[config.mk]
export PLATFORM = sky130hd
export DESIGN_NAME = bcd_down_timer_flat
export DESIGN_NICKNAME = d
export VERILOG_FILES = /design/src/rtl/bcd_down_timer_if.sv /design/src/rtl/bcd_down_timer.sv /design/src/flat_wrapper.sv
export SDC_FILE = /design/constraint.sdc
export NUM_CORES = 1
export LEC_CHECK = 0
export BUFFER_PORTS_ARGS = -buffer_cell sky130_fd_sc_hd__buf_2
export CAP_MARGIN = 20
export CORE_MARGIN = 4
export CORE_UTILIZATION = 44
export DETAILED_ROUTE_END_ITERATION = 8
export PLACE_DENSITY = 0.75
export RECOVER_POWER = 50
export SYNTH_ARGS = -nofsm -noshare
export SYNTH_HDL_FRONTEND = slang
export SYNTH_SLANG_ARGS = --single-unit
[constraint.sdc]
create_clock -name clk -period 1.6 [get_ports clk]
set_input_delay 0.24 -clock clk [delete_from_list [all_inputs] [get_ports clk]]
set_output_delay 0.24 -clock clk [all_outputs]
set_load 0.01 [all_outputs]
[src/rtl/bcd_down_timer_if.sv]
// Control/data bundle between the keypad/load logic (master) and the cook timer (slave).
// Clock and reset stay outside as plain ports.
interface bcd_down_timer_if #(
  parameter int DIGITS = 4
);
  logic [4*DIGITS-1:0] data;
  logic                loadn;
  logic                start;
  logic                pause;
  logic                tick;
  logic [4*DIGITS-1:0] out;
  logic                zero;
  logic                done;
  logic                running;
  logic [1:0]          state;

  modport master (
    output data, loadn, start, pause, tick,
    input  out, zero, done, running, state
  );

  modport slave (
    input  data, loadn, start, pause, tick,
    output out, zero, done, running, state
  );
endinterface

[src/rtl/bcd_down_timer.sv]
// Cascaded BCD down-counter for the cook timer with run/pause/done control.
// Odd-index digits count mod 6 when SEXAGESIMAL is set (MM:SS display).
//
//   state | meaning
//   IDLE  | loaded or reset, waiting for start with a nonzero count
//   RUN   | decrementing one step per tick
//   PAUSE | count frozen, start resumes
//   DONE  | count reached zero while running, only load or reset leaves
module bcd_down_timer #(
  parameter int DIGITS      = 4,
  parameter int SEXAGESIMAL = 1
) (
  input logic              clk,
  input logic              clrn,
  bcd_down_timer_if.slave  bus
);
  localparam int W = 4 * DIGITS;

  typedef enum logic [1:0] {
    IDLE  = 2'd0,
    RUN   = 2'd1,
    PAUSE = 2'd2,
    DONE  = 2'd3
  } state_t;

  state_t         state_q;
  logic [W-1:0]   cnt_q;
  logic           done_q;

  logic [W-1:0]      load_d;
  logic [W-1:0]      dec_d;
  logic [DIGITS-1:0] borrow;
  logic              cnt_zero;
  logic              dec_zero;

  function automatic logic [3:0] digit_max(input int idx);
    return ((SEXAGESIMAL != 0) && (idx % 2 == 1)) ? 4'd5 : 4'd9;
  endfunction

  // borrow[i]: every digit below i is zero, so digit i steps on this tick
  always_comb begin
    borrow    = '0;
    borrow[0] = 1'b1;
    for (int i = 1; i < DIGITS; i++) begin
      borrow[i] = borrow[i-1] & (cnt_q[4*(i-1) +: 4] == 4'd0);
    end
  end

  always_comb begin
    load_d = '0;
    dec_d  = '0;
    for (int i = 0; i < DIGITS; i++) begin
      if (bus.data[4*i +: 4] > digit_max(i)) begin
        load_d[4*i +: 4] = digit_max(i);
      end else begin
        load_d[4*i +: 4] = bus.data[4*i +: 4];
      end

      if (!borrow[i]) begin
        dec_d[4*i +: 4] = cnt_q[4*i +: 4];
      end else if (cnt_q[4*i +: 4] == 4'd0) begin
        dec_d[4*i +: 4] = digit_max(i);
      end else begin
        dec_d[4*i +: 4] = cnt_q[4*i +: 4] - 4'd1;
      end
    end
  end

  assign cnt_zero = (cnt_q == '0);
  assign dec_zero = (dec_d == '0);

  always_ff @(posedge clk) begin
    if (!clrn) begin
      state_q <= IDLE;
      cnt_q   <= '0;
      done_q  <= 1'b0;
    end else begin
      done_q <= 1'b0;
      if (!bus.loadn && (state_q != RUN)) begin
        cnt_q   <= load_d;
        state_q <= IDLE;
      end else begin
        case (state_q)
          IDLE: begin
            if (bus.start && !cnt_zero) begin
              state_q <= RUN;
            end
          end
          RUN: begin
            // pause outranks tick, so a coincident tick is dropped
            if (bus.pause) begin
              state_q <= PAUSE;
            end else if (bus.tick) begin
              cnt_q <= dec_d;
              if (dec_zero) begin
                state_q <= DONE;
                done_q  <= 1'b1;
              end
            end
          end
          PAUSE: begin
            if (!bus.pause && bus.start) begin
              state_q <= RUN;
            end
          end
          DONE: begin
            state_q <= DONE;
          end
          default: begin
            state_q <= IDLE;
          end
        endcase
      end
    end
  end

  assign bus.out     = cnt_q;
  assign bus.zero    = cnt_zero;
  assign bus.done    = done_q;
  assign bus.running = (state_q == RUN);
  assign bus.state   = state_q;
endmodule

[src/flat_wrapper.sv]
// flat-port wrapper written by rule: the top's interface ports become plain ports
module bcd_down_timer_flat 
#(
  parameter int DIGITS      = 4,
  parameter int SEXAGESIMAL = 1
)
  (clk, clrn, bus_data, bus_loadn, bus_start, bus_pause, bus_tick, bus_out, bus_zero, bus_done, bus_running, bus_state);
  bcd_down_timer_if #(.DIGITS(DIGITS)) bus_i ();
  input logic clk;
  input logic clrn;
  input wire logic [$bits(bus_i.data)-1:0] bus_data;
  input wire logic [$bits(bus_i.loadn)-1:0] bus_loadn;
  input wire logic [$bits(bus_i.start)-1:0] bus_start;
  input wire logic [$bits(bus_i.pause)-1:0] bus_pause;
  input wire logic [$bits(bus_i.tick)-1:0] bus_tick;
  output wire logic [$bits(bus_i.out)-1:0] bus_out;
  output wire logic [$bits(bus_i.zero)-1:0] bus_zero;
  output wire logic [$bits(bus_i.done)-1:0] bus_done;
  output wire logic [$bits(bus_i.running)-1:0] bus_running;
  output wire logic [$bits(bus_i.state)-1:0] bus_state;
  assign bus_i.data = bus_data;
  assign bus_i.loadn = bus_loadn;
  assign bus_i.start = bus_start;
  assign bus_i.pause = bus_pause;
  assign bus_i.tick = bus_tick;
  assign bus_out = bus_i.out;
  assign bus_zero = bus_i.zero;
  assign bus_done = bus_i.done;
  assign bus_running = bus_i.running;
  assign bus_state = bus_i.state;
  bcd_down_timer #(.DIGITS(DIGITS), .SEXAGESIMAL(SEXAGESIMAL)) u_core (.clk(clk), .clrn(clrn), .bus(bus_i));
endmodule
Yosys cells after proc, flatten, opt, wreduce, memory -nomap -nowiden
Index checks and enable logic that the tools add are counted.
Widths: inputs -> output; s select.
- flip-flop bits (word level): 19
- latch bits: 0
- RAM bits: 0
- ROM bits: 0
- output and inout port bits: 21
- word-level logic and storage cells: 66
- memories kept: 0
- add/subtract/negate cells: 4
- multipliers: 0
- div/mod/pow operators: 0
- order comparisons: 4
- equal/unequal tests: 9
- shift-type cells: 0
- multiplexer cells: 22
- bitwise logic cells: 5
- reduce and logical (&&, ||, !) cells: 19
- operators with widths (operator ; number):
    $mux 16 ; 4
    $mux 4 ; 11
    $logic_not 16->1 ; 2
    $logic_not 4->1 ; 4
    $sub 4x1->4 const B ; 4
    $mux 2 ; 5
    $gt 4x3->1 const B ; 2
    $gt 4x4->1 const B ; 2
    $ne 2x1->1 const B ; 4
    $pmux 2 s4 ; 1
    $reduce_or 5->1 ; 1
    $eq 2x2->1 const B ; 2
    $reduce_and 4->1 ; 1
    $reduce_bool 2->1 ; 2
    $logic_and 1x1->1 ; 3
    $logic_not 1->1 ; 3
    $ne 3x2->1 const B ; 1
    $ne 3x3->1 const B ; 1
    $not 1->1 ; 3
    $reduce_and 3->1 ; 1
    $and 1x1->1 ; 2
    $eq 2x1->1 const B ; 1
    $logic_not 2->1 ; 1
    $reduce_or 2->1 ; 1
    $mux 1 ; 1

Depth between registers and ports, before layout
- depth in word-level cells: 9
- gate-level depth with buffers: 7
- depth with buffers taken out: 5

Least setup slack after synthesis
OpenSTA, ideal clock, no wires.
- path type: reg2reg
- start point: register u_core.cnt_q[10] (netlist: u_core.bus.out[10])
- end point: register u_core.state_q[1] (netlist: u_core.bus.state[1])
- arrival: 1.725 ns
- required time: 1.541 ns
- slack: -0.184 ns
- stages on the path, launching flop included: 5
- buffers on the path: 0
- cells stage by stage: dfxtp_1 > or4_4 > or3_4 > nor4_2 > a41o_1
- longest elaborated chain between the ends: 6
- ends and longest elaborated chain (item ; line ; source):
    from (decl) ; bcd_down_timer.sv:27 ; logic [W-1:0] cnt_q;
    from (signal assigned) ; bcd_down_timer.sv:80 ; cnt_q <= load_d;
    $sub 4x1->4 or $logic_not 4->1 (tied branches) ; bcd_down_timer.sv:64, bcd_down_timer.sv:45, bcd_down_timer.sv:61 ;
    $mux 4 or $and 1x1->1 (tied branches) ; bcd_down_timer.sv:61, bcd_down_timer.sv:45 ;
    $mux 4 ; bcd_down_timer.sv:59 ; if (!borrow[i]) begin
    $logic_not 16->1 ; bcd_down_timer.sv:70 ; assign dec_zero = (dec_d == '0);
    $ne 3x2->1 (no line) ; n/a ;
    $reduce_and 4->1 (no line) * ; n/a ;
    to (signal assigned) ; bcd_down_timer.sv:74 ; state_q <= IDLE;
    to (signal assigned) ; bcd_down_timer.sv:81 ; state_q <= IDLE;
    to (signal assigned) ; bcd_down_timer.sv:86 ; state_q <= RUN;
    to (decl) ; bcd_down_timer.sv:26 ; state_t state_q;
Every way passes the cells marked *; elsewhere a longest branch is shown, timed or not.
A chain may end at the register's enable or synchronous reset.

Final worst setup path
- start point: register u_core.cnt_q[10] (netlist: u_core.bus.out[10])
- end point: output bus_zero
- longest elaborated chain between the ends: 1
- ends and longest elaborated chain (item ; line ; source):
    $logic_not 16->1 ; bcd_down_timer.sv:69 ; assign cnt_zero = (cnt_q == '0);
    to (decl) ; flat_wrapper.sv:17 ; output wire logic [$bits(bus_i.zero)-1:0] bus_zero;
No other way between the ends.

==> summary.md <==
| Metric | Value |
|---|---|
| Outcome | `complete, but fails checks` |
| Violated checks | `setup timing` |
| Worst-path clk slew | `0.13 ns` |
| Synth top cells by count | `dfxtp_1, nor2_1, o21ai_0, nand2_1, a21oi_1` |
| Peak VDD IR | `0.569 mV` |
| Detailed Place HPWL | `2730 um` |
| Hold Crit Start | `bus_data[8]` |
| Cell taking the most area after synthesis | `dfxtp_1` |
| Combinational power share | `37.4%` |
| ANT cells | `0` |
| Max-slew headroom | `74.8%` |
| RSZ-0062 raised after global routing | `true` |
| Slowest cell on crit path | `or4_4` |
| Worst Path Class, Setup | `flip-flop to primary output` |
| Final hold slack | `0.201 ns` |
| YS warnings | `0` |
| Static leakage | `0.000823 uW` |
| Worst Setup End Kind | `primary output` |
| P_int | `841 uW` |
| Die area | `3560 um2` |
| Synthesized area | `1170 um2` |
| Switching power | `436 uW` |
| Register bit total from synthesis | `19` |
| WL/cell | `15.4 um` |
| Clock Path Buffers | `2` |
| Main area contributors after synthesis | `dfxtp_1, o21ai_0, a21oi_1` |
| DR vias/cell | `5.89` |
| Final hold viol count | `0` |
| Max-Cap Viols | `0` |
| Cell Chain, Critical Path | `or4_4, or3_4, nor2_2, buf_2` |
| Clk_skew | `0.0145 ns` |
| Overall power | `1280 uW` |
| Sink Count | `19` |
| Most common cell in the synthesized netlist | `dfxtp_1` |
| Non-Filler Instances | `240` |
| Die height | `59.7 um` |
| CP required | `1.36 ns` |
| Drt drc | `0` |
| TritonCTS clock tree | `done` |
| H-Tree Level Count | `1` |
| Reg-to-reg startpoint | `u_core.bus.out[10]` |
| Synthesized area per cell | `8.58 um2` |
| Setup_tns | `-1.37 ns` |
| Clock latency on the worst-skew pair | `0.31 ns` |
| Worst hold path class | `input port to flip-flop` |
| Syn Inst Count | `137` |
| Vias | `1414` |
| Buf+Inv Stages, Crit Path | `1` |
| Period minus WS final | `1.98 ns` |
| First-pass GRT wire length | `5830 um` |
| Total CTS buffers | `3` |
| Die W | `59.7 um` |
| WL final | `3690 um` |
| Yosys top cell area share | `32.4%` |
| Final-stage net count | `233` |
| Register area share after synthesis | `32.4%` |
| Port Buffers | `42` |
| CTS root buffer | `clkbuf_4` |
| Flop pwr share | `41.8%` |
| Critical Path Fanout Max | `2` |
| Clk network pwr share | `20.8%` |
| ANT nets after route | `0` |
| Setup Viol. Count Final | `6` |
| DR pass1 iterations | `4` |
| Main flop type after synthesis | `dfxtp_1` |
| Startpoint types | `flip-flop` |
| Site Rows | `18` |
| IO Count | `43` |
| Initial antenna violation count | `0` |
| Total GRT Usage | `21.3%` |
| GP Congestion | `0.881` |
| Total congestion overflow | `0` |
| Post-Place Cells | `229` |
| Power Density | `719 nW/um2` |
| Worst slew pin tran | `0.368 ns` |
| Switch share | `34.2%` |
| Number of synthesized flops with an enable pin | `0` |
| Critical Path AT | `1.74 ns` |
| Vias in the first global route | `1273` |
| Post-synth cell types | `49` |
| Share of cells above drive strength 1 | `49.5%` |
| Max Slew Vio Count | `0` |
| Core Util, Final | `70.4%` |
| Maximum clock frequency | `506 MHz` |
| CP delay by family, top | `simple AND/OR/NAND/NOR gates` |
| CP peak stage delay | `0.53 ns` |
| Layout area overhead | `51.2%` |
| Initial Utilization | `46.6%` |
| CP startpoint | `u_core.bus.out[10]` |
| First-iteration detailed-routing DRC count | `63` |
| Pin count of the biggest net entering global routing | `11` |
| Ys async rst share | `0%` |
| Period utilization | `124%` |
| Post-route setup slack | `-0.376 ns` |
| Core area | `2520 um2` |
| Synthesized Nets | `159` |
## flip-flops by register name, indices dropped and copies added, names as in the netlist
name / flops
u_core.bus.state: 2
u_core.bus.out: 16
u_core.bus.done: 1
## path summary, 6_finish.rpt
check	endpoint	slack [ns]	cells past startpoint
worst max register to register	u_core.bus.state[0]	-0.27	6
worst max-delay path	bus_zero	-0.38	4
worst min register to register	u_core.bus.out[15]	0.52	1
worst min-delay path	u_core.bus.out[8]	0.20	2
## routing by layer
metal  track usage, %  wire (um)  vias up
met4             7.28         82        0
met3             2.81        236        8
met5                0          0        -
li1                 -          -      685
met2             34.1       1780       57
met1             29.4       1590      664
## final cells by class
cell class / count / area (um2)
Fill cell: 218 / 746
Tap cell: 30 / 37.5
Timing Repair Buffer: 75 / 469
Sequential cell: 19 / 393
Inverter: 5 / 18.8
Clock buffer: 4 / 26.3
Multi-Input combinational cell: 107 / 832
## per-stage QoR
| stage | setup WS, ns | instance area, um2 |
|---|---|---|
| CTS | -0.398 | 1700 |
| detailed placement | -0.0589 | 1630 |
| global placement | -0.0606 | 1630 |
| global route | -0.414 | 1780 |
| floorplan | -0.0327 | 1220 |
| finish | -0.376 | 1780 |
## cell families after synthesis
group / share of synthesized area [%]
muxes: 2.56
AOI/OAI and AO/OA: 25.7
and+or+nand+nor: 32.6
xor gates and xnor gates: 2.98
DFF: 32.4
buffers and inverters: 3.83
## timing repair
| action | CTS | global route |
|---|---|---|
| hold buffers | 0 | 0 |
| resized for setup | 4 | 11 |
| pin swaps | 10 | 9 |
| setup endpoints to repair | 9 | 15 |
| buffers inserted | 3 | 4 |
## layout by cell type, fill, tap and decap left out, drive strengths merged, types with 3 or more instances in the layout
master / Yosys / final
dfxtp: 19 / 19
nand2b: 5 / 5
nor3: 3 / 3
nor2: 9 / 9
a31oi: 3 / 3
o21ai: 9 / 9
nand4: 3 / 3
mux2i: 3 / 3
nand3: 5 / 5
a21oi: 7 / 7
or4: 3 / 3
inv: 4 / 4
nor4: 5 / 5
nand4b: 5 / 5
clkbuf: 5 / 5
buf: 1 / 73
nand2: 8 / 8
o21a: 3 / 3
## worst reg2reg max path: stages (launching register included)
cell and delay (ns):
dfxtp_2 0.34, or4_4 0.53, or3_4 0.35, buf_4 0.14
buf_6 0.11, o211ai_1 0.18, a31oi_1 0.10
## power groups by stage
| stage | Sequential, uW | Combinational (uW) | Clock, uW |
|---|---|---|---|
| 3_5_place_dp | 545 | 405 | 0 |
| 4_1_cts | 534 | 437 | 260 |
| 6_report | 534 | 477 | 265 |
| 2_1_floorplan | 567 | 200 | 0 |
| 3_3_place_gp | 542 | 399 | 0 |
| 5_1_grt | 538 | 520 | 289 |
Power figures use the tool's default switching activity.
